===== src/rtl/regfile_wb_port_if.sv =====
// Writeback/decode/commit-trace bundle for the integer register file.
// slave = register file, master = pipeline side (writeback/decode/debug).
interface regfile_wb_port_if #(
  parameter int XLEN     = 32,
  parameter int NREG     = 32,
  parameter int RETCNT_W = 64
);
  localparam int AW = $clog2(NREG);

  logic [XLEN-1:0]     Result_W;
  logic [AW-1:0]       RD_W;
  logic                RegWrite_W;
  logic                insn_vld_W;
  logic [AW-1:0]       rs1_addr_D;
  logic [AW-1:0]       rs2_addr_D;
  logic [XLEN-1:0]     rs1_data_D;
  logic [XLEN-1:0]     rs2_data_D;
  logic                retcnt_clr;
  logic [RETCNT_W-1:0] retcnt;
  logic                cm_vld;
  logic                cm_wen;
  logic [AW-1:0]       cm_rd;
  logic [XLEN-1:0]     cm_data;

  modport slave (
    input  Result_W, RD_W, RegWrite_W, insn_vld_W,
    input  rs1_addr_D, rs2_addr_D, retcnt_clr,
    output rs1_data_D, rs2_data_D, retcnt,
    output cm_vld, cm_wen, cm_rd, cm_data
  );

  modport master (
    output Result_W, RD_W, RegWrite_W, insn_vld_W,
    output rs1_addr_D, rs2_addr_D, retcnt_clr,
    input  rs1_data_D, rs2_data_D, retcnt,
    input  cm_vld, cm_wen, cm_rd, cm_data
  );
endinterface


===== src/rtl/regfile_wb_port.sv =====
// Integer register file: writeback write port, two bypassed decode
// read ports, retired-instruction counter and one-cycle commit trace.
module regfile_wb_port #(
  parameter int XLEN     = 32,
  parameter int NREG     = 32,
  parameter int RETCNT_W = 64
) (
  input logic               clk,
  input logic               rst_n,
  regfile_wb_port_if.slave  bus
);

  logic [XLEN-1:0]     r_regs [NREG];
  logic [RETCNT_W-1:0] r_retcnt;
  logic                r_cm_vld;
  logic                r_cm_wen;
  logic [$bits(bus.RD_W)-1:0] r_cm_rd;
  logic [XLEN-1:0]     r_cm_data;

  logic                w_wen;
  logic                w_rs1_zero;
  logic                w_rs2_zero;
  logic                w_rs1_byp;
  logic                w_rs2_byp;
  logic [XLEN-1:0]     w_rs1;
  logic [XLEN-1:0]     w_rs2;

  // x0 writes are dropped here so bypass and trace share one qualifier
  assign w_wen = bus.RegWrite_W && (bus.RD_W != '0);

  always_ff @(posedge clk or negedge rst_n) begin
    if (!rst_n) begin
      for (int i = 0; i < NREG; i++)
        r_regs[i] <= '0;
    end else if (w_wen) begin
      r_regs[bus.RD_W] <= bus.Result_W;
    end
  end

  assign w_rs1_zero = (bus.rs1_addr_D == '0);
  assign w_rs2_zero = (bus.rs2_addr_D == '0);
  assign w_rs1_byp  = w_wen && (bus.RD_W == bus.rs1_addr_D);
  assign w_rs2_byp  = w_wen && (bus.RD_W == bus.rs2_addr_D);

  always_comb begin
    w_rs1 = r_regs[bus.rs1_addr_D];
    unique case (1'b1)
      w_rs1_zero: w_rs1 = '0;
      w_rs1_byp:  w_rs1 = bus.Result_W;
      default:    w_rs1 = r_regs[bus.rs1_addr_D];
    endcase
  end

  always_comb begin
    w_rs2 = r_regs[bus.rs2_addr_D];
    unique case (1'b1)
      w_rs2_zero: w_rs2 = '0;
      w_rs2_byp:  w_rs2 = bus.Result_W;
      default:    w_rs2 = r_regs[bus.rs2_addr_D];
    endcase
  end

  assign bus.rs1_data_D = w_rs1;
  assign bus.rs2_data_D = w_rs2;

  // clear has priority over a same-cycle retire
  always_ff @(posedge clk or negedge rst_n) begin
    if (!rst_n)
      r_retcnt <= '0;
    else if (bus.retcnt_clr)
      r_retcnt <= '0;
    else if (bus.insn_vld_W)
      r_retcnt <= r_retcnt + 1'b1;
  end

  always_ff @(posedge clk or negedge rst_n) begin
    if (!rst_n) begin
      r_cm_vld  <= 1'b0;
      r_cm_wen  <= 1'b0;
      r_cm_rd   <= '0;
      r_cm_data <= '0;
    end else begin
      r_cm_vld  <= bus.insn_vld_W;
      r_cm_wen  <= w_wen;
      r_cm_rd   <= bus.RD_W;
      r_cm_data <= w_wen ? bus.Result_W : '0;
    end
  end

  assign bus.retcnt  = r_retcnt;
  assign bus.cm_vld  = r_cm_vld;
  assign bus.cm_wen  = r_cm_wen;
  assign bus.cm_rd   = r_cm_rd;
  assign bus.cm_data = r_cm_data;

endmodule


===== src/flat_wrapper.sv =====
// flat-port wrapper written by rule: the top's interface ports become plain ports
module regfile_wb_port_flat 
#(
  parameter int XLEN     = 32,
  parameter int NREG     = 32,
  parameter int RETCNT_W = 64
)
  (clk, rst_n, bus_Result_W, bus_RD_W, bus_RegWrite_W, bus_insn_vld_W, bus_rs1_addr_D, bus_rs2_addr_D, bus_retcnt_clr, bus_rs1_data_D, bus_rs2_data_D, bus_retcnt, bus_cm_vld, bus_cm_wen, bus_cm_rd, bus_cm_data);
  regfile_wb_port_if #(.XLEN(XLEN), .NREG(NREG), .RETCNT_W(RETCNT_W)) bus_i ();
  input logic clk;
  input logic rst_n;
  input wire logic [$bits(bus_i.Result_W)-1:0] bus_Result_W;
  input wire logic [$bits(bus_i.RD_W)-1:0] bus_RD_W;
  input wire logic [$bits(bus_i.RegWrite_W)-1:0] bus_RegWrite_W;
  input wire logic [$bits(bus_i.insn_vld_W)-1:0] bus_insn_vld_W;
  input wire logic [$bits(bus_i.rs1_addr_D)-1:0] bus_rs1_addr_D;
  input wire logic [$bits(bus_i.rs2_addr_D)-1:0] bus_rs2_addr_D;
  input wire logic [$bits(bus_i.retcnt_clr)-1:0] bus_retcnt_clr;
  output wire logic [$bits(bus_i.rs1_data_D)-1:0] bus_rs1_data_D;
  output wire logic [$bits(bus_i.rs2_data_D)-1:0] bus_rs2_data_D;
  output wire logic [$bits(bus_i.retcnt)-1:0] bus_retcnt;
  output wire logic [$bits(bus_i.cm_vld)-1:0] bus_cm_vld;
  output wire logic [$bits(bus_i.cm_wen)-1:0] bus_cm_wen;
  output wire logic [$bits(bus_i.cm_rd)-1:0] bus_cm_rd;
  output wire logic [$bits(bus_i.cm_data)-1:0] bus_cm_data;
  assign bus_i.Result_W = bus_Result_W;
  assign bus_i.RD_W = bus_RD_W;
  assign bus_i.RegWrite_W = bus_RegWrite_W;
  assign bus_i.insn_vld_W = bus_insn_vld_W;
  assign bus_i.rs1_addr_D = bus_rs1_addr_D;
  assign bus_i.rs2_addr_D = bus_rs2_addr_D;
  assign bus_i.retcnt_clr = bus_retcnt_clr;
  assign bus_rs1_data_D = bus_i.rs1_data_D;
  assign bus_rs2_data_D = bus_i.rs2_data_D;
  assign bus_retcnt = bus_i.retcnt;
  assign bus_cm_vld = bus_i.cm_vld;
  assign bus_cm_wen = bus_i.cm_wen;
  assign bus_cm_rd = bus_i.cm_rd;
  assign bus_cm_data = bus_i.cm_data;
  regfile_wb_port #(.XLEN(XLEN), .NREG(NREG), .RETCNT_W(RETCNT_W)) u_core (.clk(clk), .rst_n(rst_n), .bus(bus_i));
endmodule

===== config.mk =====
export PLATFORM = sky130hd
export DESIGN_NAME = regfile_wb_port_flat
export DESIGN_NICKNAME = d
export VERILOG_FILES = /design/src/rtl/regfile_wb_port_if.sv /design/src/rtl/regfile_wb_port.sv /design/src/flat_wrapper.sv
export SDC_FILE = /design/constraint.sdc
export NUM_CORES = 2
export LEC_CHECK = 0
export ABC_CLOCK_PERIOD_IN_PS = 3050
export CAP_MARGIN = 20
export CORE_ASPECT_RATIO = 1.4
export CORE_MARGIN = 1
export CORE_UTILIZATION = 55
export CTS_CLUSTER_SIZE = 40
export DETAILED_ROUTE_END_ITERATION = 16
export PLACE_DENSITY = 0.83
export SETUP_SLACK_MARGIN = 0.5
export SLEW_MARGIN = 20
export SYNTH_ARGS = -nofsm -noshare
export SYNTH_HDL_FRONTEND = slang
export SYNTH_SLANG_ARGS = --single-unit

===== constraint.sdc =====
create_clock -name clk -period 3.05 [get_ports clk]
set_input_delay 0.4575 -clock clk [delete_from_list [all_inputs] [get_ports clk]]
set_output_delay 0.4575 -clock clk [all_outputs]
set_load 0.1 [all_outputs]

After elaboration in Yosys (flattened, before gate mapping)
Index checks and enable logic that the tools add are counted.

word-level totals
  register bits = 1127

operators by class
  eq/ne operators = 2
  mux-type cells = 14
  bitwise operators = 3
  add/sub/neg operators = 1
  magnitude comparators = 4
  reduce and logical (&&, ||, !) cells = 8

operators with widths
  cell                                                                           number
  1024-bit bitwise mux                                                           1
  32-bit binary-select mux with 5-bit select                                     2
  32-bit two-way mux                                                             6
  32-bit demux with 5-bit select                                                 1
  64-bit two-way mux                                                             2
  32-bit one-hot mux with 2 select lines                                         2
  64-bit by 1-bit adder with 64-bit output (second input constant)               1
  6-bit greater-or-equal comparator (second input constant)                      3
  5-bit NOT with 6-bit output                                                    3
  5-bit equality test                                                            2
  5-bit zero test                                                                2
  6-bit by 1-bit less-than comparator with 1-bit output (second input constant)  1
  5-bit nonzero test                                                             1
  1-bit logical AND                                                              4
  2-bit nonzero test                                                             1

Logic depth before layout (Yosys ltp)
  word-level depth = 6
  gate-level depth with buffers = 9

Least setup slack after synthesis
Ideal clock, no wire load.

  path kind = input-to-output
  start point = input bus_RD_W[2]
  end point = output bus_rs2_data_D[10]
  required time = 2.592 ns
  buffers on the path = 1
  setup slack = -2.474 ns
  arrival = 5.067 ns
  stages on the path = 5
  cell sequence = or3_1 o31ai_4 o311ai_1 clkbuf_1 o311ai_0

on the way
  longest elaborated chain between the ends = 4

ends and longest elaborated chain
  element                                     RTL line               source
  start: declaration                          flat_wrapper.sv:13     input wire logic [$bits(bus_i.RD_W)-1:0] bus_RD_W;
  5-bit nonzero test                          regfile_wb_port.sv:29  assign w_wen = bus.RegWrite_W && (bus.RD_W != '0);
  1-bit logical AND                           regfile_wb_port.sv:29
  1-bit logical AND (*)                       regfile_wb_port.sv:43  assign w_rs2_byp = w_wen && (bus.RD_W == bus.rs2_addr_D);
  32-bit one-hot mux with 2 select lines (*)  regfile_wb_port.sv:56  unique case (1'b1)
  end: declaration                            flat_wrapper.sv:20     output wire logic [$bits(bus_i.rs2_data_D)-1:0] bus_rs2_data_D;

Every way passes the cells marked *; elsewhere a longest branch is shown, timed or not.

Worst setup path after layout
  start point = register u_core.r_regs[298] in the netlist's numbering
  end point = output bus_rs1_data_D[10]

on the way
  longest elaborated chain between the ends = 4

ends and longest elaborated chain
  element                                                RTL line               source
  start: declaration                                     regfile_wb_port.sv:13  logic [XLEN-1:0] r_regs [NREG];
  start signal: indexed assignment                       regfile_wb_port.sv:36  r_regs[bus.RD_W] <= bus.Result_W;
  32-bit binary-select mux with 5-bit select             n/a
  32-bit two-way mux (implied by the code) (2 in a row)  regfile_wb_port.sv:50  default: w_rs1 = r_regs[bus.rs1_addr_D];
  32-bit one-hot mux with 2 select lines                 regfile_wb_port.sv:47  unique case (1'b1)
  end: declaration                                       flat_wrapper.sv:19     output wire logic [$bits(bus_i.rs1_data_D)-1:0] bus_rs1_data_D;

No other way between the ends. The select of a mux whose other input is x is not followed.

==> metrics.txt <==
M2 GR Usage=58.6%; CP max stage cell=mux4_2; maximum clock rate=roughly 310 MHz; CTS tree=yes; Synth top area share=between 40% and 50%; Final Non-Filler Cells=roughly 6.2k; hold path endpoint=u_core.bus.cm_rd[1]; cell family with most CP delay=compound AO/OA/AOI/OAI gates; area grow syn2layout=25.5%; global route total overflow=0; Layout Nets=~4.8k; crit-path max FO=3; number of enable flip-flop cells after synthesis=0; antenna violations before repair=8; synthesized cell area=slightly below 0.06 sq mm; Clock transition at path regs=~60 ps; Critical Path Max Stage Delay=around 560 ps; violated checks=negative hold slack, negative setup slack; synthesized area per cell=14.1 sq um; Root Driver=clkbuf_16; die area=0.109 sq mm; Slew Limit Fails=0; FFs w/ async S/R, synth=100%; post-DR vias/cell=7.32; fin crit period=between 3000 and 4000 ps; Die Width=279 microns; Seq/Total Area, Yosys=between 40% and 50%; row count=about 140; final instance area=approximately 0.074 sq mm; Cell Chain, Critical Path=mux4_2 > o211ai_1 > buf_4 > a21oi_2 > a221o_2 > buf_12; Post-Syn Instances=around 4.2k; CTS Buf Count=about 110; synth top area cells=dfrtp_1 (48%), mux2_2 (19%), mux4_2 (16%), mux2i_1 (3.6%), clkbuf_1 (1.7%); DRT Wirelength=roughly 220 mm; setup ws final=-225 ps; core region area=~0.11 sq mm; vias in the first global route=~47k; Worst Path Class, Setup=flip-flop to primary output; placed insts=5917; WL/cell=34.5 microns; crit path DAT=~2800 ps; Mapped Nets=roughly 4.2k; busiest grt layer=met2; first-pass GRT wire length=between 300 and 400 mm; htree depth=3; HP Class=input port to flip-flop; Layout Skew=28.6 ps; Max VDD drop=about 0.53 mV; Die Y=390 microns; RSZ-0062 raised after global routing=true; hold depth=1; met3 GRT Util=14.6%; status=finished, violations left; Yosys cell types=between 50 and 60; total track usage=approximately two fifths; Longest Clk Path Bufs=3; Leak=around 33 nW; R2R Path End=u_core.bus.retcnt[33]; Hold Startpoint=bus_RD_W[1]; Post-DRT Antenna Nets=0; Ys Warns=0; Critical R2R Launch=u_core.bus.retcnt[4]; Setup crit start kind=flip-flop; I/O pin cnt=~220; largest area contributor in the netlist=dfrtp_1; Starting Density=between 50% and 60%; register bit total from synthesis=1127; reg-to-reg slack, setup=between 600 and 700 ps; worst-margin pin slew=about 890 ps; total chip power=roughly 47 mW; Main synth FF type=dfrtp_1; Pre-Repair DR Iteration Count=7; P per Cell Area=about 630 mW/mm^2; Tcrit/Tclk final=107%; worst reg2reg path depth=6; largest net degree at the start of global routing=80; final count of negative-setup-slack endpoints=24; met1 usage=a little under half; share of layout cells above drive strength 1=56.6%; Worst slew margin=between 40 and 50%; MaxCap Viol Count=0; detailed router's first-iteration violation count=between 5k and 6k; CP Capture Type=primary output; Req. time, crit path=between 2000 and 3000 ps; # port buffers=218; CTS Sinks=1127; routability cong.=~0.95; clock latency at the later pin of the worst-skew pair=just over 700 ps; Area after DPL=a little under 0.07 sq mm; final hold viol count=1; DR vias=around 46k; critical path buffer and inverter count=2; post-DP HPWL=129 mm; DRC errors left=0; hold_ws=-23.8 ps
## through the flow
stage	setup slack (ps)	hold slack, ps	setup TNS, ps	utilization (%)
CTS	-92.4	17.8	-723	69.4
global route	-161	5.15	-2030	69.9
floorplan	209	162	0	-
global placement	-281	377	-10040	64.1
finish	-225	-23.8	-1430	69.9
detailed placement	-295	384	-11320	64.1
## metal layers
| metal | vias to the layer above | share of wire, % |
|---|---|---|
| met5 | - | 0.029 |
| met4 | 8 | 9.1 |
| met3 | 1275 | 13 |
| met2 | 3811 | 45 |
| met1 | 23500 | 33 |
| li1 | 17100 | - |
## registers in the layout, summed over array words and instances, names as in the netlist
signal / cells
u_core.bus.retcnt: 64
u_core.bus.cm_rd: 5
u_core.r_regs: 1024
u_core.bus.cm_vld: 1
u_core.bus.cm_wen: 1
u_core.bus.cm_data: 32
## final cells by class
cell class,instances,area [sq um]
well taps,1430,1790
clock inverters,42,527
fillers,6301,31900
diodes,6,15.0
multi-input cells,2556,30700
repair buffers,875,9530
flip-flops and latches,1127,28200
clock buffers,162,3200
inverters,43,169
## cell usage after synthesis, types with 42 or more instances
cell type / n
dfrtp_1: 1127
mux2_2: 991
mux4_2: 422
clkbuf_1: 263
mux2i_1: 214
buf_2: 134
nor2_1: 121
a21oi_1: 95
a221oi_1: 90
o21ai_0: 80
nand2_1: 77
a22oi_1: 64
o22ai_1: 64
buf_1: 48
inv_1: 42
## logic make-up (layout without fill, tap and decap cells)
| group | count (synthesis) | after routing | share of synthesized area (%) |
|---|---|---|---|
| flip-flops | 1127 | 1127 | 47.8 |
| other | 0 | 6 | 0 |
| XOR/XNOR | 40 | 40 | 0.593 |
| adder cells (fa/ha/maj) | 1 | 1 | 0.0212 |
| buffers and inverters | 493 | 1122 | 3.46 |
| AO/OA/AOI/OAI | 514 | 514 | 6.04 |
| multiplexers | 1658 | 1658 | 39.2 |
| AND/OR/NAND/NOR | 343 | 343 | 2.91 |
## worst max path at each step
stage / from / to / slack [ps] / cells past startpoint
floorplan: bus_RD_W[2] / bus_rs2_data_D[10] / 210 / 5
CTS: u_core.r_regs[27] / bus_rs1_data_D[27] / -90 / 6
global route: u_core.r_regs[298] / bus_rs1_data_D[10] / -160 / 6
global placement: bus_RD_W[2] / bus_rs2_data_D[21] / -280 / 8
detailed placement: bus_RD_W[3] / bus_rs2_data_D[21] / -290 / 8
finish: u_core.r_regs[298] / bus_rs1_data_D[10] / -220 / 6
## what timing repair did
item	4_1_cts	5_1_grt
pin swaps	104	45
buffers inserted	86	16
hold buffers	1	0
endpoints found under the hold margin	42	0
resized for setup	221	103
gates cloned	9	2
endpoints found under the setup margin	64	69
## cells in the final DEF (no fill, tap or decap), drive strengths merged, types with 5 or more instances in the layout
cell	n
buf	827
clkbuf	167
or3	21
nor4	7
clkdlybuf4s50	34
mux4	422
nor2	121
bufbuf	5
xnor2	16
bufinv	11
inv	47
and3	7
dfrtp	1127
mux2	1022
o32a	29
nand3	25
nor3	8
clkinv	24
nand4	28
a221oi	90
nand2b	10
diode	6
mux2i	214
nand2	77
o21ai	109
a221o	32
and2	5
or4	16
nor2b	8
xor2	24
o22ai	64
a22oi	64
o31ai	15
a21oi	95
## power breakdown
part / total [mW] / switching, mW / internal [mW]
clock: 14.3 / 6.13 / 8.18
combinational: 12.9 / 6.27 / 6.66
sequential: 19.8 / 2.22 / 17.6
## worst reg2reg max path, delay by kind of cell (launching register included)
family	cells	cell delay [ps]
AND/OR/NAND/NOR	4	1450
AO/OA/AOI/OAI	1	170
buffers and inverters	1	210
flip-flops	1	490
(Power assumes the default switching activity.)
